<file path="config.mk">
export PLATFORM = sky130hd
export DESIGN_NAME = fetch_redirect_ctrl
export DESIGN_NICKNAME = d
export VERILOG_FILES = /design/src/rtl/fetch_pkg.sv /design/src/rtl/fetch_inflight_cnt.sv /design/src/rtl/fetch_redirect_ctrl.sv
export SDC_FILE = /design/constraint.sdc
export NUM_CORES = 1
export LEC_CHECK = 0
export ABC_CLOCK_PERIOD_IN_PS = 5500
export BUFFER_PORTS_ARGS = -buffer_cell sky130_fd_sc_hd__buf_4
export CAP_MARGIN = 20
export CORE_AREA = 2 2 85 87
export CTS_CLUSTER_DIAMETER = 60
export DETAILED_ROUTE_END_ITERATION = 10
export DIE_AREA = 0 0 87 89
export PLACE_DENSITY_LB_ADDON = 0.08
export SLEW_MARGIN = 30
export SYNTH_ARGS = -nofsm -noshare
export SYNTH_HDL_FRONTEND = slang
export SYNTH_SLANG_ARGS = --single-unit
</file>
<file path="constraint.sdc">
create_clock -name clk_i -period 5.5 [get_ports clk_i]
set_input_delay 0.275 -clock clk_i [delete_from_list [all_inputs] [get_ports clk_i]]
set_output_delay 0.275 -clock clk_i [all_outputs]
set_load 0.02 [all_outputs]
</file>
<file path="src/rtl/fetch_pkg.sv">
// fetch_pkg: shared redirect types for the fetch redirect controller
package fetch_pkg;
  localparam int XLEN = 32;
  typedef enum logic [1:0] {
    REDIR_NONE    = 2'd0,
    REDIR_EJ      = 2'd1,
    REDIR_MISPRED = 2'd2,
    REDIR_EXCEPT  = 2'd3
  } redir_cause_t;
  typedef struct packed {
    redir_cause_t    cause;
    logic [XLEN-1:0] pc;
  } redir_req_t;
endpackage

</file>
<file path="src/rtl/fetch_inflight_cnt.sv">
// fetch_inflight_cnt: outstanding I-mem request counter and stale-response tracker
module fetch_inflight_cnt #(
  parameter int MAX_INFLIGHT = 4,
  localparam int CNT_W = $clog2(MAX_INFLIGHT + 1)
) (
  input  logic clk_i,
  input  logic rst_i,
  input  logic req_fire_i,
  input  logic rsp_valid_i,
  input  logic redir_accept_i,
  output logic req_allow_o,
  output logic rsp_drop_o
);
  localparam logic [CNT_W-1:0] MAX_C = CNT_W'(MAX_INFLIGHT);
  logic [CNT_W-1:0] inflight_q, inflight_d, stale_q, stale_d;
  // Saturating inflight update; a redirect makes every request still in flight after this cycle stale
  always_comb begin
    inflight_d = (req_fire_i && !rsp_valid_i && inflight_q != MAX_C) ? inflight_q + 1'b1 :
                 (rsp_valid_i && !req_fire_i && inflight_q != '0)   ? inflight_q - 1'b1 : inflight_q;
    stale_d    = redir_accept_i              ? inflight_d :
                 (rsp_valid_i && stale_q != '0) ? stale_q - 1'b1 : stale_q;
  end
  // Counter state, cleared immediately by reset
  always_ff @(posedge clk_i or posedge rst_i) begin
    if (rst_i) begin
      inflight_q <= '0;
      stale_q    <= '0;
    end else begin
      inflight_q <= inflight_d;
      stale_q    <= stale_d;
    end
  end
  assign req_allow_o = inflight_q < MAX_C;
  assign rsp_drop_o  = rsp_valid_i && stale_q != '0;
  a_fire_when_full: assert property (@(posedge clk_i) disable iff (rst_i)
    !(req_fire_i && !req_allow_o && !rsp_valid_i));
  a_rsp_when_empty: assert property (@(posedge clk_i) disable iff (rst_i)
    !(rsp_valid_i && inflight_q == '0));
endmodule

</file>
<file path="src/rtl/fetch_redirect_ctrl.sv">
// fetch_redirect_ctrl: redirect arbitration/hold for pc_gen with stale-response marking (optional FETCH_REDIR_STATS_EN counters)
module fetch_redirect_ctrl
  import fetch_pkg::*;
#(
  parameter int MAX_INFLIGHT = 4
) (
  input  logic            clk_i,
  input  logic            rst_i,
  input  logic            except_valid_i,
  input  logic [XLEN-1:0] except_pc_i,
  input  logic            mispred_valid_i,
  input  logic [XLEN-1:0] mispred_pc_i,
  input  logic            ej_valid_i,
  input  logic [XLEN-1:0] ej_pc_i,
  input  logic            redir_ack_i,
  input  logic            req_fire_i,
  input  logic            rsp_valid_i,
`ifdef FETCH_REDIR_STATS_EN
  output logic [31:0]     stat_except_o,
  output logic [31:0]     stat_mispred_o,
  output logic [31:0]     stat_ej_o,
  output logic [31:0]     stat_drop_o,
`endif
  output logic            redir_valid_o,
  output logic [XLEN-1:0] redir_pc_o,
  output redir_cause_t    redir_cause_o,
  output logic            flush_o,
  output logic            rsp_drop_o,
  output logic            req_allow_o
);
  typedef enum logic {IDLE, PENDING} state_t;
  state_t     state_q, state_d;
  redir_req_t slot_q, slot_d, live, cand;
  logic       accept;
  // Highest-priority live request; held slot only wins when strictly higher (newer wins ties)
  always_comb begin
    live = except_valid_i  ? redir_req_t'{cause: REDIR_EXCEPT,  pc: except_pc_i}  :
           mispred_valid_i ? redir_req_t'{cause: REDIR_MISPRED, pc: mispred_pc_i} :
           ej_valid_i      ? redir_req_t'{cause: REDIR_EJ,      pc: ej_pc_i}      : '0;
    cand = (state_q == PENDING && slot_q.cause > live.cause) ? slot_q : live;
  end
  // Next state: hold the winner until pc_gen acknowledges it
  always_comb begin
    state_d = (cand.cause != REDIR_NONE && !redir_ack_i) ? PENDING : IDLE;
    slot_d  = (state_d == PENDING) ? cand : '0;
  end
  // State register and pending slot
  always_ff @(posedge clk_i or posedge rst_i) begin
    if (rst_i) begin
      state_q <= IDLE;
      slot_q  <= '0;
    end else begin
      state_q <= state_d;
      slot_q  <= slot_d;
    end
  end
  // Outputs straight from the candidate, giving a zero-cycle path when idle
  always_comb begin
    redir_valid_o = cand.cause != REDIR_NONE;
    redir_pc_o    = cand.pc;
    redir_cause_o = cand.cause;
    accept        = redir_valid_o && redir_ack_i;
    flush_o       = accept && cand.cause >= REDIR_MISPRED;
  end
  fetch_inflight_cnt #(.MAX_INFLIGHT(MAX_INFLIGHT)) u_cnt (
    .clk_i          (clk_i),
    .rst_i          (rst_i),
    .req_fire_i     (req_fire_i),
    .rsp_valid_i    (rsp_valid_i),
    .redir_accept_i (accept),
    .req_allow_o    (req_allow_o),
    .rsp_drop_o     (rsp_drop_o)
  );
`ifdef FETCH_REDIR_STATS_EN
  // Per-cause accepted-redirect and dropped-response counters, wrapping at 2^32
  always_ff @(posedge clk_i or posedge rst_i) begin
    if (rst_i) begin
      stat_except_o  <= '0;
      stat_mispred_o <= '0;
      stat_ej_o      <= '0;
      stat_drop_o    <= '0;
    end else begin
      stat_except_o  <= stat_except_o  + 32'(accept && cand.cause == REDIR_EXCEPT);
      stat_mispred_o <= stat_mispred_o + 32'(accept && cand.cause == REDIR_MISPRED);
      stat_ej_o      <= stat_ej_o      + 32'(accept && cand.cause == REDIR_EJ);
      stat_drop_o    <= stat_drop_o    + 32'(rsp_drop_o);
    end
  end
`endif
endmodule

</file>
== Word-level counts from Yosys, hierarchy flattened ==
Index checks and enable logic that the tools add are counted.

* Register bits after elaboration: 41
* Output and inout bits: 38

* $add $sub $neg: 3
* Order comparisons: 3
* Eq/ne operators: 1
* Muxes and demuxes: 10
* Reduce and logical (&&, ||, !) cells: 16

{| class="wikitable"
|+ Operator list
! kind !! number
|-
| $mux 34 || 4
|-
| $mux 33 || 1
|-
| $mux 3 || 4
|-
| $logic_and 1x1->1 || 9
|-
| $reduce_bool 3->1 || 2
|-
| $sub 3x1->3 const B || 2
|-
| $reduce_bool 2->1 || 2
|-
| $add 3x1->3 const B || 1
|-
| $logic_not 1->1 || 3
|-
| $lt 3x3->1 const B || 1
|-
| $ne 3x3->1 const B || 1
|-
| $ge 2x2->1 const B || 1
|-
| $gt 2x2->1 || 1
|-
| $mux 1 || 1
|}

== Logic depth before layout (Yosys ltp) ==
* Word-level depth: 10
* Gate-level depth with buffers: 13
* Depth with buffers taken out: 8

== Modules after synthesis ==
A second synthesis with hierarchy kept.

* Cell total of the unflattened synthesis: 404
* Area total of the unflattened synthesis: 3836.2 um^2

{| class="wikitable"
|+ Modules (own cells, without submodules)
! module !! times used !! cells each !! area an instance (um^2) !! sequential area each (um^2)
|-
| fetch_redirect_ctrl || 1 || 353 || 3328.2 || 875.8
|-
| fetch_inflight_cnt || 1 || 51 || 508.0 || 150.1
|}

== Least setup slack after synthesis ==
Ideal clock, no wire load.

* Path kind: input port to output port
* Start: input port mispred_valid_i
* End: output port redir_pc_o[31]
* Arrival: 2215 ps
* Required time: 5225 ps
* Slack: 3010 ps
* Stages on the path: 12
* Buffers on the path: 5
* Path through: buf_2 nor2b_1 buf_2 buf_4 nor2_1 inv_1 ha_1 nand2_1 o211a_4 buf_6 buf_2 o21ai_0

* Longest elaborated chain between the ends: 5

{| class="wikitable"
|+ RTL lines
! element !! line !! RTL
|-
| from (decl) || fetch_redirect_ctrl.sv:11 || <nowiki>input logic mispred_valid_i,</nowiki>
|-
| $mux 34 * || fetch_redirect_ctrl.sv:38 || <nowiki>mispred_valid_i ? redir_req_t'{cause: REDIR_MISPRED, pc: mispred_pc_i} :</nowiki>
|-
| $mux 34 * || fetch_redirect_ctrl.sv:37 || <nowiki>live = except_valid_i ? redir_req_t'{cause: REDIR_EXCEPT, pc: except_pc_i} :</nowiki>
|-
| $gt 2x2->1 || fetch_redirect_ctrl.sv:40 || <nowiki>cand = (state_q == PENDING && slot_q.cause > live.cause) ? slot_q : live;</nowiki>
|-
| $logic_and 1x1->1 || fetch_redirect_ctrl.sv:40 ||
|-
| $mux 34 * || fetch_redirect_ctrl.sv:40 ||
|-
| to (decl) || fetch_redirect_ctrl.sv:25 || <nowiki>output logic [XLEN-1:0] redir_pc_o,</nowiki>
|}

Every way passes the cells marked *; elsewhere a longest branch is shown, timed or not.

== Worst setup path after layout ==
* Start: input port mispred_valid_i
* End: output port redir_pc_o[13]

The elaborated chain is that of the path after synthesis.

==> Flow_metrics.wiki <==
{| class="wikitable"
! Metric !! Value
|-
| Global-route wire length before repair || 12800 microns
|-
| Setup slack of the most critical reg-to-reg path || 3.19 ns
|-
| Worst reg2reg path depth || 7
|-
| Post-synthesis net count || 418
|-
| Slowest stage cell on the critical path || mux2_2
|-
| Detailed Route WL || 8210 microns
|-
| Sum of met2 wire segment lengths after detailed routing || 4130 microns
|-
| Hold_buf cts || 0
|-
| Routed length per placed instance || 16.0 microns
|-
| Clock latency reported for the late side of the worst-skew pair || roughly 0.30 ns
|-
| Total Neg Setup Slack || 0 ns
|-
| CTS tree || built
|-
| Seq pwr share || 36.0%
|-
| Post-synthesis register bit count || 41
|-
| Cells after synthesis || between 300 and 400
|-
| Switching share of total power || between 30% and 40%
|-
| Critical Path Most Common Cell || buf_4
|-
| Netlist area before placement || a little under 0.003 sq mm
|-
| Setup skew after layout || 0.00288 ns
|-
| Number of antenna violations at the first check in global routing || 0
|-
| Resized Gates After CTS || 0
|-
| Crit path required time || about 5.2 ns
|-
| Final Hold Vio Count || 0
|-
| Number of vias per cell after detailed routing || 5.74
|-
| Count of different cell masters after synthesis || 45
|-
| Die area || approximately 0.0077 sq mm
|-
| GRT Resource Usage Total || between 20% and 30%
|-
| Highest Signal Layer || met4
|-
| Number of violations reported at the end of detailed-routing iteration 0 || 141
|-
| Final Max Slew Viols || 0
|-
| Classification of the worst-slack hold path || in2async
|-
| Sw Pwr || 0.000371 W
|-
| Remaining antenna violation count || 0
|-
| Maximum number of pins on one net before global-route repair || 67
|-
| Total clock sinks || 41
|-
| Startpoint-to-endpoint class of the critical path || in2out
|-
| Run status || complete, no violations
|-
| Max-slew headroom at the worst pin || 53.7%
|-
| Delay contributed by the slowest stage of the critical path || 0.37 ns
|-
| Share of post-route cells with drive strength above 1 || roughly 47%
|-
| Syn_area_per_cell || just under 10 sq um
|-
| Endpoint of the lowest-slack register-to-register path || slot_q[5]$_DFF_PP0_
|-
| Sequential area share after synthesis || 34.5%
|-
| PwrDens || 253 mW/mm^2
|-
| Highest clock frequency the design can meet || 300 MHz
|-
| Top fanout value on the critical path || 35
|-
| Tcrit/Tclk final || about three fifths
|-
| Clock root cell || clkbuf_8
|-
| Area growth from synthesis to final layout || 37.8%
|-
| Post-CTS Repair Setup Buffers || 0
|-
| Non-filler instance count after layout || 513
|-
| Starting density of the core || around 44%
|-
| Combinational share of power || 45.4%
|-
| Arrival time at the worst endpoint || 3.06 ns
|-
| Startpoint kind of the worst setup timing path || input port
|-
| Max-cap violations || 0
|-
| CP endpoint kind || primary output
|-
| Syn. warnings || 0
|-
| CTS H-tree lvls || 2
|-
| Cell Chain, Critical Path || buf_4 > nor2b_2 > buf_4 > nor2_1 > inv_1 > ha_1 > nor2b_4 > o211ai_1 > buf_2 > buf_2 > buf_4 > mux2_2 > buf_4
|-
| Chip Height || 89 microns
|-
| Relative contribution of the clock network to total power || 18.6%
|-
| Die extent in x || slightly below 90 microns
|-
| Met3 WL post-DR || ~470 microns
|-
| Antenna diode count || 0
|-
| Via count || 2944
|-
| Cell internal pwr || 0.000666 W
|-
| Vias in the first global route || roughly 2800
|-
| HPWL reported at the end of detailed placement || 5840 microns
|-
| Filler Cells Inserted || 567
|-
| Leakage power || 1.96 nW
|-
| Ports placed on the boundary || 142
|-
| Total gr overflow || 0
|-
| Critical path's top delay family || buffers and inverters
|-
| Post-placement cell area || 0.00401 sq mm
|-
| Worst-path clk slew || 0.08 ns
|-
| First element of the critical path || mispred_valid_i
|-
| Final critical-path required period || 3.33 ns
|-
| Final standard cell utilization of the core || between 60% and 70%
|-
| Post-Layout Inst Area || ~0.0041 sq mm
|-
| Reg-to-reg startpoint || slot_q[33]$_DFF_PP0_
|-
| IO Port Bufs || 141
|-
| Final net count || 543
|-
| Total core area || about 0.0067 sq mm
|-
| Tightest Pin Transition || approximately 0.69 ns
|-
| Worst vdd ir || 0.000114 V
|-
| Buffers & Inverters on Critical Path || 7
|-
| Number of design rule violations left after detail routing || 0
|-
| Setup repair after global routing missed its margin || no
|-
| Wire length on met1 || 3530 microns
|-
| Final setup violation count || 0
|-
| Final Wtd Congestion || 0.764
|-
| Total CTS buffers || 5
|-
| Total placed cells including tap cells || 505
|-
| Maximum count of clock buffers along a single path || 2
|-
| Pre-Repair DR Iteration Count || 4
|-
| Count of standard-cell rows || 30
|}
per-layer routing:
layer	vias to the layer above	global-route usage, %
met5	-	0
met1	1412	27.2
met3	9	4.06
met2	100	35.8
met4	0	5.68
li1	1423	-
cell type report:
class                      instances  area [sq um]  area share (%)
multi-input combinational        223          1720            41.9
timing repair buffer             149          1120            27.4
sequential                        41          1030            25.0
tap                               80           100            2.44
clock buffer                       5          68.8            1.68
inverter                          12          46.3            1.13
clock inverter                     3          17.5           0.427
synthesized netlist by cell type, drive strengths merged:
cell type	n	share of area [%]
a311oi	1	0.29
o211a	2	0.93
nand3b	2	0.50
o21ai	34	5.7
a32o	31	10
o211ai	2	0.50
clkbuf	13	1.6
mux2i	1	0.34
o22ai	3	0.63
a21bo	1	0.34
mux2	34	13
dfrtp	41	34
o31a	1	0.29
and3b	1	0.29
a22oi	31	7.8
buf	18	5.0
nand2	37	4.7
and2	1	0.21
a31oi	1	0.21
nand2b	2	0.42
nor3	4	0.84
ha	7	2.9
o41ai	2	0.84
o21a	2	0.76
xnor2	2	0.59
a21oi	4	0.67
o2111ai	1	0.29
a211oi	3	0.76
or2	1	0.29
nor4bb	1	0.34
nand3	1	0.17
nor2	6	1.0
inv	12	1.5
nor2b	4	1.1
stage by stage:
step | power (W) | hold slack (ns) | setup slack (ns)
floorplan | 0.000688 | 0.464 | 3.01
global placement | 0.000838 | 0.482 | 1.89
detailed placement | 0.000851 | 0.494 | 2.23
CTS | 0.00105 | 0.184 | 2.21
global route | 0.00110 | 0.129 | 2.02
finish | 0.00104 | 0.0562 | 2.17
worst register-to-register path, stage by stage (launching register included):
cell,delay [ns]
dfrtp_1,0.44
ha_1,0.33
nor2b_4,0.14
o211a_4,0.38
nor3_4,0.45
buf_6,0.21
buf_8,0.15
a32o_1,0.15
how the worst max path moves through the flow:
| stage | depth (start not counted) | to |
|---|---|---|
| finish | 13 | redir_pc_o[13] |
| global route | 13 | redir_pc_o[22] |
| CTS | 11 | redir_pc_o[13] |
| detailed placement | 11 | redir_pc_o[13] |
| global placement | 9 | redir_pc_o[12] |
| floorplan | 12 | redir_pc_o[31] |
registers in the layout (all words and copies together), names as in the netlist:
register,count
slot_q,34
u_cnt.stale_q,3
state_q,1
u_cnt.inflight_q,3
cells in the final DEF, fill, tap and decap left out, types with 2 or more instances in the layout:
master and instances:
o21ai_0 7, a22oi_1 31, nor3_1 3, o211ai_1 2, nand2_1 37, a21oi_1 4, a32o_1 31, ha_1 7
nor2_1 4, buf_4 145, inv_1 11, buf_2 2, o22ai_1 3, dfrtp_1 41, nand3b_1 2, mux2_2 32
clkinv_2 3, mux2_4 2, xnor2_1 2, o21ai_1 27, a211oi_1 3, nand2b_1 2, clkbuf_8 5, nor2b_1 2
power by group through the flow:
stage                     combinational, W  sequential, W  clock, W
after floorplan                   0.000317       0.000371         0
after global placement            0.000460       0.000379         0
after detailed placement          0.000472       0.000379         0
after CTS                         0.000474       0.000373  0.000201
after global routing              0.000517       0.000378  0.000209
final                             0.000471       0.000373  0.000192
cells by family (layout without fill, tap and decap cells):
group | count (synthesis) | after routing | synth area share, %
xor gates and xnor gates | 2 | 2 | 0.589
buffers and inverters | 43 | 169 | 8.20
AOI/OAI and AO/OA | 119 | 119 | 30.5
and+or+nand+nor | 60 | 60 | 9.84
adders and majority gates | 7 | 7 | 2.94
muxes | 35 | 35 | 13.5
DFF | 41 | 41 | 34.5
Note: power is estimated with default switching activity, not from simulation.
